File: config.mk
export PLATFORM = sky130hd
export DESIGN_NAME = step_controller
export DESIGN_NICKNAME = d
export VERILOG_FILES = /design/src/rtl/step_controller.sv
export SDC_FILE = /design/constraint.sdc
export NUM_CORES = 1
export LEC_CHECK = 0
export CELL_PAD_IN_SITES_DETAIL_PLACEMENT = 0
export CELL_PAD_IN_SITES_GLOBAL_PLACEMENT = 1
export CORE_ASPECT_RATIO = 1.4
export CORE_MARGIN = 8
export CORE_UTILIZATION = 48
export DETAILED_ROUTE_END_ITERATION = 12
export GPL_ROUTABILITY_DRIVEN = 0
export PLACE_DENSITY = 0.84
export SYNTH_ARGS = -nofsm -noshare
export SYNTH_HDL_FRONTEND = slang
export SYNTH_SLANG_ARGS = --single-unit
File: constraint.sdc
create_clock -name clk -period 2.88 [get_ports clk]
set_input_delay 0.288 -clock clk [delete_from_list [all_inputs] [get_ports clk]]
set_output_delay 0.288 -clock clk [all_outputs]
set_load 0.02 [all_outputs]
File: src/rtl/step_controller.sv
// Debounced step button and free-run pulse source that drives the core's
// single-cycle advance strobe, with a wrapping count of issued steps.
module step_controller #(
  parameter int DEBOUNCE_CYCLES = 1000000,
  parameter int RUN_DIV         = 25000000,
  parameter int CNT_W           = 16
) (
  input  logic             clk,
  input  logic             reset,
  input  logic             key_n,
  input  logic             run_sw,
  output logic             step_pulse,
  output logic             btn_level,
  output logic             run_active,
  output logic [CNT_W-1:0] step_count
);

  localparam int DB_W = $clog2(DEBOUNCE_CYCLES);
  localparam int RT_W = $clog2(RUN_DIV);
  localparam logic [DB_W-1:0] DB_LAST = DB_W'(DEBOUNCE_CYCLES - 1);
  localparam logic [RT_W-1:0] RT_LAST = RT_W'(RUN_DIV - 1);

  typedef enum logic [1:0] {
    RELEASED,
    PRESS_WAIT,
    PRESSED,
    RELEASE_WAIT
  } db_state_e;

  db_state_e        state_q, state_d;
  logic [DB_W-1:0]  db_cnt_q, db_cnt_d;
  logic [RT_W-1:0]  rate_q, rate_d;
  logic [CNT_W-1:0] count_q, count_d;
  logic             key_meta_q, key_meta_d;
  logic             key_s_q, key_s_d;
  logic             run_meta_q, run_meta_d;
  logic             run_act_q, run_act_d;
  logic             pulse_q, pulse_d;
  logic             press_evt;
  logic             run_tc;

  always_comb begin
    key_meta_d = ~key_n;
    key_s_d    = key_meta_q;
    run_meta_d = run_sw;
    run_act_d  = run_meta_q;
    state_d    = state_q;
    db_cnt_d   = db_cnt_q;
    press_evt  = 1'b0;
    case (state_q)
      RELEASED: begin
        if (key_s_q) begin
          state_d  = PRESS_WAIT;
          db_cnt_d = '0;
        end
      end
      PRESS_WAIT: begin
        if (!key_s_q) begin
          state_d  = RELEASED;
          db_cnt_d = '0;
        end else if (db_cnt_q == DB_LAST) begin
          state_d   = PRESSED;
          db_cnt_d  = '0;
          press_evt = 1'b1;
        end else begin
          db_cnt_d = db_cnt_q + 1'b1;
        end
      end
      PRESSED: begin
        if (!key_s_q) begin
          state_d  = RELEASE_WAIT;
          db_cnt_d = '0;
        end
      end
      RELEASE_WAIT: begin
        if (key_s_q) begin
          state_d  = PRESSED;
          db_cnt_d = '0;
        end else if (db_cnt_q == DB_LAST) begin
          state_d  = RELEASED;
          db_cnt_d = '0;
        end else begin
          db_cnt_d = db_cnt_q + 1'b1;
        end
      end
      default: begin
        state_d  = RELEASED;
        db_cnt_d = '0;
      end
    endcase

    // Rate counter idles at zero so each run starts a full period
    run_tc = run_act_q && (rate_q == RT_LAST);
    if (!run_act_q || run_tc) rate_d = '0;
    else                      rate_d = rate_q + 1'b1;

    pulse_d = run_tc | (press_evt & ~run_act_q);
    count_d = pulse_q ? count_q + 1'b1 : count_q;
  end

  always_ff @(posedge clk) begin
    if (reset) begin
      key_meta_q <= 1'b0;
      key_s_q    <= 1'b0;
      run_meta_q <= 1'b0;
      run_act_q  <= 1'b0;
      state_q    <= RELEASED;
      db_cnt_q   <= '0;
      rate_q     <= '0;
      pulse_q    <= 1'b0;
      count_q    <= '0;
    end else begin
      key_meta_q <= key_meta_d;
      key_s_q    <= key_s_d;
      run_meta_q <= run_meta_d;
      run_act_q  <= run_act_d;
      state_q    <= state_d;
      db_cnt_q   <= db_cnt_d;
      rate_q     <= rate_d;
      pulse_q    <= pulse_d;
      count_q    <= count_d;
    end
  end

  assign step_pulse = pulse_q;
  assign btn_level  = (state_q == PRESSED) || (state_q == RELEASE_WAIT);
  assign run_active = run_act_q;
  assign step_count = count_q;

endmodule

==> impl_metrics.json, run 1 <==
{
  "status": "finished, final reports clean",
  "rows": 35,
  "hold_ws_ns": 0.442,
  "yosysSeqAreaShare": 0.431,
  "slew_headroom": 0.380,
  "cts_buffer_depth": 2,
  "ys_ff_latch": 68,
  "end_kind": "flip-flop",
  "synth_area_leaders": "dfxtp_1 (43%), xor2_1 (7.5%), nor2_1 (6.9%), xnor2_1 (3.9%), nand3_1 (3.6%)",
  "pwr-share-seq": 0.551,
  "slew_violations": 0,
  "seqCellArea_um2": 1360,
  "overflow": 0,
  "layout-drive-gt1-share": 0.0564,
  "synth-edff-count": 0,
  "root_buffer": "clkbuf_8",
  "vias": 2565,
  "viasPerCell": 5.53,
  "antenna_found_initial": 0,
  "path_cells": "or4bb_1 -> nor4_1 -> a31oi_1 -> a32oi_1 -> nor2_1",
  "required_ns": 3.08,
  "setup_viol": 0,
  "finClkSkew_ns": 0.00681,
  "cts_tree": "built",
  "synth_area_um2": 3160,
  "p_sw_frac": 0.212,
  "yosysWarnings": 0,
  "grt_max_degree": 22,
  "timing.final.crit_period_ns": 2.20,
  "p_clk_frac": 0.423,
  "async_flop_share": 0,
  "syn_nets": 373,
  "die_area_um2": 9480,
  "die_h_um": 112,
  "route.antenna.remaining_nets": 0,
  "clk_pin_slew_worst_paths_ns": 0.07,
  "p_total_mw": 1.73,
  "fp.coreArea_um2": 6480,
  "cts.repair.resized": 0,
  "final_cell_mix": "dfxtp_1 (68), nor2_1 (58), xor2_1 (27), nand2_1 (26), nand3_1 (23)",
  "clk_latency_ns": 0.34,
  "rsz0062_at_grt": "no",
  "die_w_um": 84.6,
  "p_leak_nw": 1.21,
  "drc": 0,
  "synth.distinct_cells": 45,
  "synth_cells": 366,
  "final_common_cell": "dfxtp_1",
  "crit_type": "flip-flop to flip-flop",
  "synth_top_area_cell": "dfxtp_1",
  "drv_cap": 0,
  "hold_viol": 0,
  "dr.pass1.iters": 4,
  "synth.avg_cell_area_um2": 8.64,
  "wl_per_cell_um": 14.4,
  "p_comb_frac": 0.025,
  "cpPeakStageDelay_ns": 0.55,
  "port_buffers": 22,
  "antenna_cells": 0,
  "period_share": 0.765,
  "p_int_mw": 1.36,
  "fin_nets": 393,
  "cp_max_fo": 11,
  "syn_to_final_growth_pct": 13.6,
  "grt_usage": 0.149,
  "placed_area_um2": 3400,
  "drt-initial-drc-count": 121,
  "hp-class": "flip-flop to flip-flop",
  "fin_tns_setup_ns": 0,
  "fill_cells": 622,
  "grt_pass1_wl_mm": 11.6,
  "pin_count": 23,
  "wirelength_mm": 6.69,
  "cp_slowest_cell": "or4bb_1",
  "cts_sinks": 68,
  "dpl.hpwl_mm": 4.66,
  "initial_utilization": 0.488,
  "cp-start-kind": "flip-flop",
  "cts-hold-fix-buffers": 0,
  "synthFlopType": "dfxtp_1",
  "finalInstanceArea_um2": 3590,
  "synth_top_area_frac": 0.431,
  "fin_util": 0.554,
  "numCtsBuffers": 9,
  "cts.htree.levels": 3,
  "fmax_mhz": 454,
  "grt_pass1_vias": 2562,
  "arrival_ns": 2.40,
  "p_per_area_nw_per_um2": 482,
  "switching_power_mw": 0.368,
  "multi_input_comb_area_um2": 1690,
  "ir_worst_vdd_uv": 244,
  "tightest_slew_ns": 0.926,
  "cts_setup_buffers": 0
}
==> power by group through the flow <==
stage	sequential, mW	combinational, mW	clock [mW]
2_1_floorplan	0.976	0.0300	0
3_3_place_gp	0.975	0.0439	0
3_5_place_dp	0.976	0.0444	0
4_1_cts	0.954	0.0444	0.757
5_1_grt	0.955	0.0481	0.795
6_report	0.954	0.0439	0.733
==> cells by family after synthesis <==
kind of cell    share of synthesized area
compound gates                     0.0958
xor+xnor                            0.114
fa+ha+maj                          0.0119
buf+inv                            0.0352
flops                               0.431
mux                               0.00950
simple gates                        0.304
==> flip-flops by register name (all words and copies together) (netlist names), named ones only <==
register and flops:
rate_q 25, db_cnt_q 20, step_count 16, key_meta_q 1, key_s_q 1, run_act_d 1, run_active 1, state_q 1
step_pulse 1
==> path summary, 6_finish.rpt <==
check / startpoint / endpoint / slack, ns / depth (start not counted)
worst max-delay path: db_cnt_q[16] / db_cnt_q[6] / 0.68 / 5
worst min-delay path: run_act_d / run_active / 0.44 / 1
worst min register to register: run_act_d / run_active / 0.44 / 1
worst max register to register: db_cnt_q[16] / db_cnt_q[6] / 0.68 / 5
==> critical path: cells and delay by family (launching register included) <==
family             cells  cell delay (ns)
AOI/OAI and AO/OA      2             0.69
DFF                    1             0.39
and+or+nand+nor        3             0.98
==> synth_stat cells, types with 5 or more instances <==
cell,count
clkbuf_1,10
and4_1,7
and3_1,13
a21oi_1,7
o21ai_0,9
dfxtp_1,68
nor2_1,58
a22oi_1,6
nor4_1,5
inv_1,5
nor3_1,8
nand3_1,23
or3_1,7
nand2_1,26
xor2_1,27
xnor2_1,14
nand4_1,15
nor2b_1,6
a31oi_1,11
==> area by class of cell <==
| cell class | instances | share of cell area |
|---|---|---|
| Tap cell | 74 | 0.0258 |
| Sequential cell | 68 | 0.379 |
| Clock inverter | 1 | 0.00139 |
| Timing Repair Buffer | 25 | 0.0676 |
| Clock buffer | 14 | 0.0509 |
| Multi-Input combinational cell | 277 | 0.470 |
| Inverter | 5 | 0.00522 |
==> per-layer routing <==
layer | share of wire | track usage | vias up
li1 | - | - | 1339
met1 | 0.43 | 0.165 | 1183
met2 | 0.52 | 0.258 | 32
met3 | 0.028 | 0.0387 | 11
met4 | 0.018 | 0.0716 | 0
met5 | 0 | 0 | -
==> per-stage QoR <==
step           cells  setup slack [ns]
6_report         464             0.676
4_1_cts          464             0.688
3_5_place_dp     449             0.710
3_3_place_gp     449             0.719
5_1_grt          464             0.483
2_1_floorplan    366              1.05
Note: power is estimated with default switching activity, not from simulation.
==> run 2: changes to the inputs <==
--- a/config.mk
+++ b/config.mk
@@ -9,10 +9,10 @@
 export CELL_PAD_IN_SITES_GLOBAL_PLACEMENT = 1
 export CORE_ASPECT_RATIO = 1.4
 export CORE_MARGIN = 8
-export CORE_UTILIZATION = 48
+export CORE_UTILIZATION = 40
 export DETAILED_ROUTE_END_ITERATION = 12
 export GPL_ROUTABILITY_DRIVEN = 0
-export PLACE_DENSITY = 0.84
+export PLACE_DENSITY = 0.74
 export SYNTH_ARGS = -nofsm -noshare
 export SYNTH_HDL_FRONTEND = slang
 export SYNTH_SLANG_ARGS = --single-unit
==> constraint.sdc (replaced) <==
create_clock -name clk -period 2 [get_ports clk]
set_input_delay 0.2 -clock clk [delete_from_list [all_inputs] [get_ports clk]]
set_output_delay 0.2 -clock clk [all_outputs]
set_load 0.02 [all_outputs]
==> run 2 against run 1 <==
  * First-iteration DRC count decreased by 28%
  * Clock-buffer cell count decreased by 3
  * Non-clock buffer count increased by 19
  * Largest cell class unchanged
  * Sequential cell count unchanged
  * Clock skew increased by 0.0053 ns
  * Critical endpoint is now db_cnt_q[10]
  * Combinational power increased by 64%
  * Total power increased by 67%
==> impl_metrics.json, run 2 (synthesis results as in run 1) <==
{
  "hp-start": "key_n",
  "antenna_cells": 0,
  "reg2reg_slack_ns": 0.07,
  "tightest_slew_ns": 0.557,
  "cp_max_fo": 14,
  "cp_slowest_cell": "or4_1",
  "grt_max_degree": 31,
  "finClkSkew_ns": 0.0121,
  "crit_type": "flip-flop to flip-flop",
  "cp_top_family": "simple AND/OR/NAND/NOR gates",
  "setup_viol": 0,
  "overflow": 0,
  "p_int_mw": 2.29,
  "syn_to_final_growth_pct": 23.1,
  "largest_register_ff_count": 25,
  "grt_pass1_wl_mm": 12.1,
  "final_cell_mix": "dfxtp_1 (68), nor2_1 (58), xor2_1 (27), nand2_1 (26)",
  "cpPeakStageDelay_ns": 0.58,
  "switching_power_mw": 0.594,
  "fin_nets": 412,
  "final_common_cell": "dfxtp_1",
  "route.antenna.remaining_nets": 0,
  "die_h_um": 121,
  "setup_ws_ns": 0.0695,
  "dp_cells": 493,
  "wl_per_cell_um": 14.1,
  "fin_tns_setup_ns": 0,
  "drc": 0,
  "p_per_area_nw_per_um2": 741,
  "p_leak_nw": 1.34,
  "hold_viol": 0,
  "fmax_mhz": 518,
  "p_sw_frac": 0.206,
  "cts_sinks": 68,
  "drt-initial-drc-count": 87,
  "grt_usage": 0.134,
  "rr_worst_depth": 5,
  "reg2reg_from": "db_cnt_q[7]",
  "vias": 2678,
  "period_share": 0.965,
  "rows": 38,
  "cts-hold-fix-buffers": 0,
  "grt_pass1_vias": 2583,
  "required_ns": 2.23,
  "drv_cap": 0,
  "antenna_found_initial": 0,
  "layout-drive-gt1-share": 0.115,
  "cp-start-kind": "flip-flop",
  "viasPerCell": 5.25,
  "end_kind": "flip-flop",
  "initial_utilization": 0.410,
  "seqCellArea_um2": 1360,
  "arrival_ns": 2.16,
  "cts.htree.levels": 3,
  "cts_buffer_depth": 2,
  "fill_cells": 759,
  "top_register": "rate_q",
  "p_clk_frac": 0.499,
  "pin_count": 23,
  "die_w_um": 91.1,
  "wirelength_mm": 7.22,
  "clk_pin_slew_worst_paths_ns": 0.07,
  "final-instance-count-excl-fill": 510,
  "pwr-share-seq": 0.476,
  "die_area_um2": 11000,
  "status": "finished, final reports clean",
  "ir_worst_vdd_uv": 509,
  "cp.buffers_inverters": 1,
  "cts_tree": "built",
  "rr_endpoint": "db_cnt_q[10]",
  "dpl.hpwl_mm": 5.09,
  "p_comb_frac": 0.025,
  "dr.pass1.iters": 4,
  "hp-class": "input pin to flip-flop",
  "numCtsBuffers": 9,
  "root_buffer": "clkbuf_8",
  "slew_violations": 0,
  "whs_endpoint": "key_meta_q",
  "clk_latency_ns": 0.34,
  "path_cells": "or4_1 -> nor4_4 -> a211oi_4 -> buf_4 -> a22o_1",
  "slew_headroom": 0.628,
  "port_buffers": 22,
  "timing.final.crit_period_ns": 1.93,
  "multi_input_comb_area_um2": 1730,
  "p_total_mw": 2.89,
  "dpl_worst_slack_ns": -0.00915,
  "fp.coreArea_um2": 7700,
  "holdPathStages": 2
}
## run 2: worst register-to-register path, cell delays in order, from the launching register on
cell	delay, ns
dfxtp_1	0.37
or4_1	0.58
nor4_4	0.32
a211oi_4	0.18
buf_4	0.18
a22o_1	0.19
## run 2: area by class of cell
type	instances	share of cell area
Clock inverter	5	0.0273
Multi-Input combinational cell	277	0.445
Sequential cell	68	0.350
Clock buffer	11	0.0389
Timing Repair Buffer	44	0.102
Inverter	5	0.00482
Tap cell	100	0.0321
## run 2: how the worst max path moves through the flow
stage	startpoint	to	cells past startpoint
floorplan	rate_q[20]	rate_q[11]	7
global placement	db_cnt_q[0]	db_cnt_q[19]	6
detailed placement	db_cnt_q[0]	db_cnt_q[15]	6
CTS	rate_q[21]	rate_q[13]	6
global route	db_cnt_q[7]	db_cnt_q[18]	5
finish	db_cnt_q[7]	db_cnt_q[10]	5
## run 2: power groups by stage
| stage | Combinational, mW | Sequential, mW | Clock (mW) |
|---|---|---|---|
| floorplan | 0.0432 | 1.40 | 0 |
| global placement | 0.0709 | 1.41 | 0 |
| detailed placement | 0.0715 | 1.41 | 0 |
| CTS | 0.0718 | 1.37 | 1.48 |
| global route | 0.0791 | 1.38 | 1.55 |
| finish | 0.0718 | 1.37 | 1.44 |
## run 2: repair_timing
item,CTS,global route
endpoints found under the setup margin,1,34
pin swaps,0,3
cloned,0,0
endpoints found under the hold margin,0,0
resized for setup,1,6
setup buffers,0,1
## run 2: routing by layer
metal | vias up | part of all wire | global-route usage
li1 | 1379 | - | -
met1 | 1254 | 0.45 | 0.147
met2 | 33 | 0.51 | 0.228
met3 | 12 | 0.027 | 0.0421
met4 | 0 | 0.020 | 0.0699
met5 | - | 0 | 0
## run 2: per-stage QoR
| step | util | hold slack, ns | area [um^2] |
|---|---|---|---|
| after global routing | 0.505 | 0.364 | 3890 |
| after detailed placement | 0.465 | 0.440 | 3580 |
| final | 0.505 | 0.366 | 3890 |
| after CTS | 0.500 | 0.348 | 3850 |
| after global placement | 0.465 | 0.431 | 3580 |
| after floorplan | - | 0.267 | 3160 |
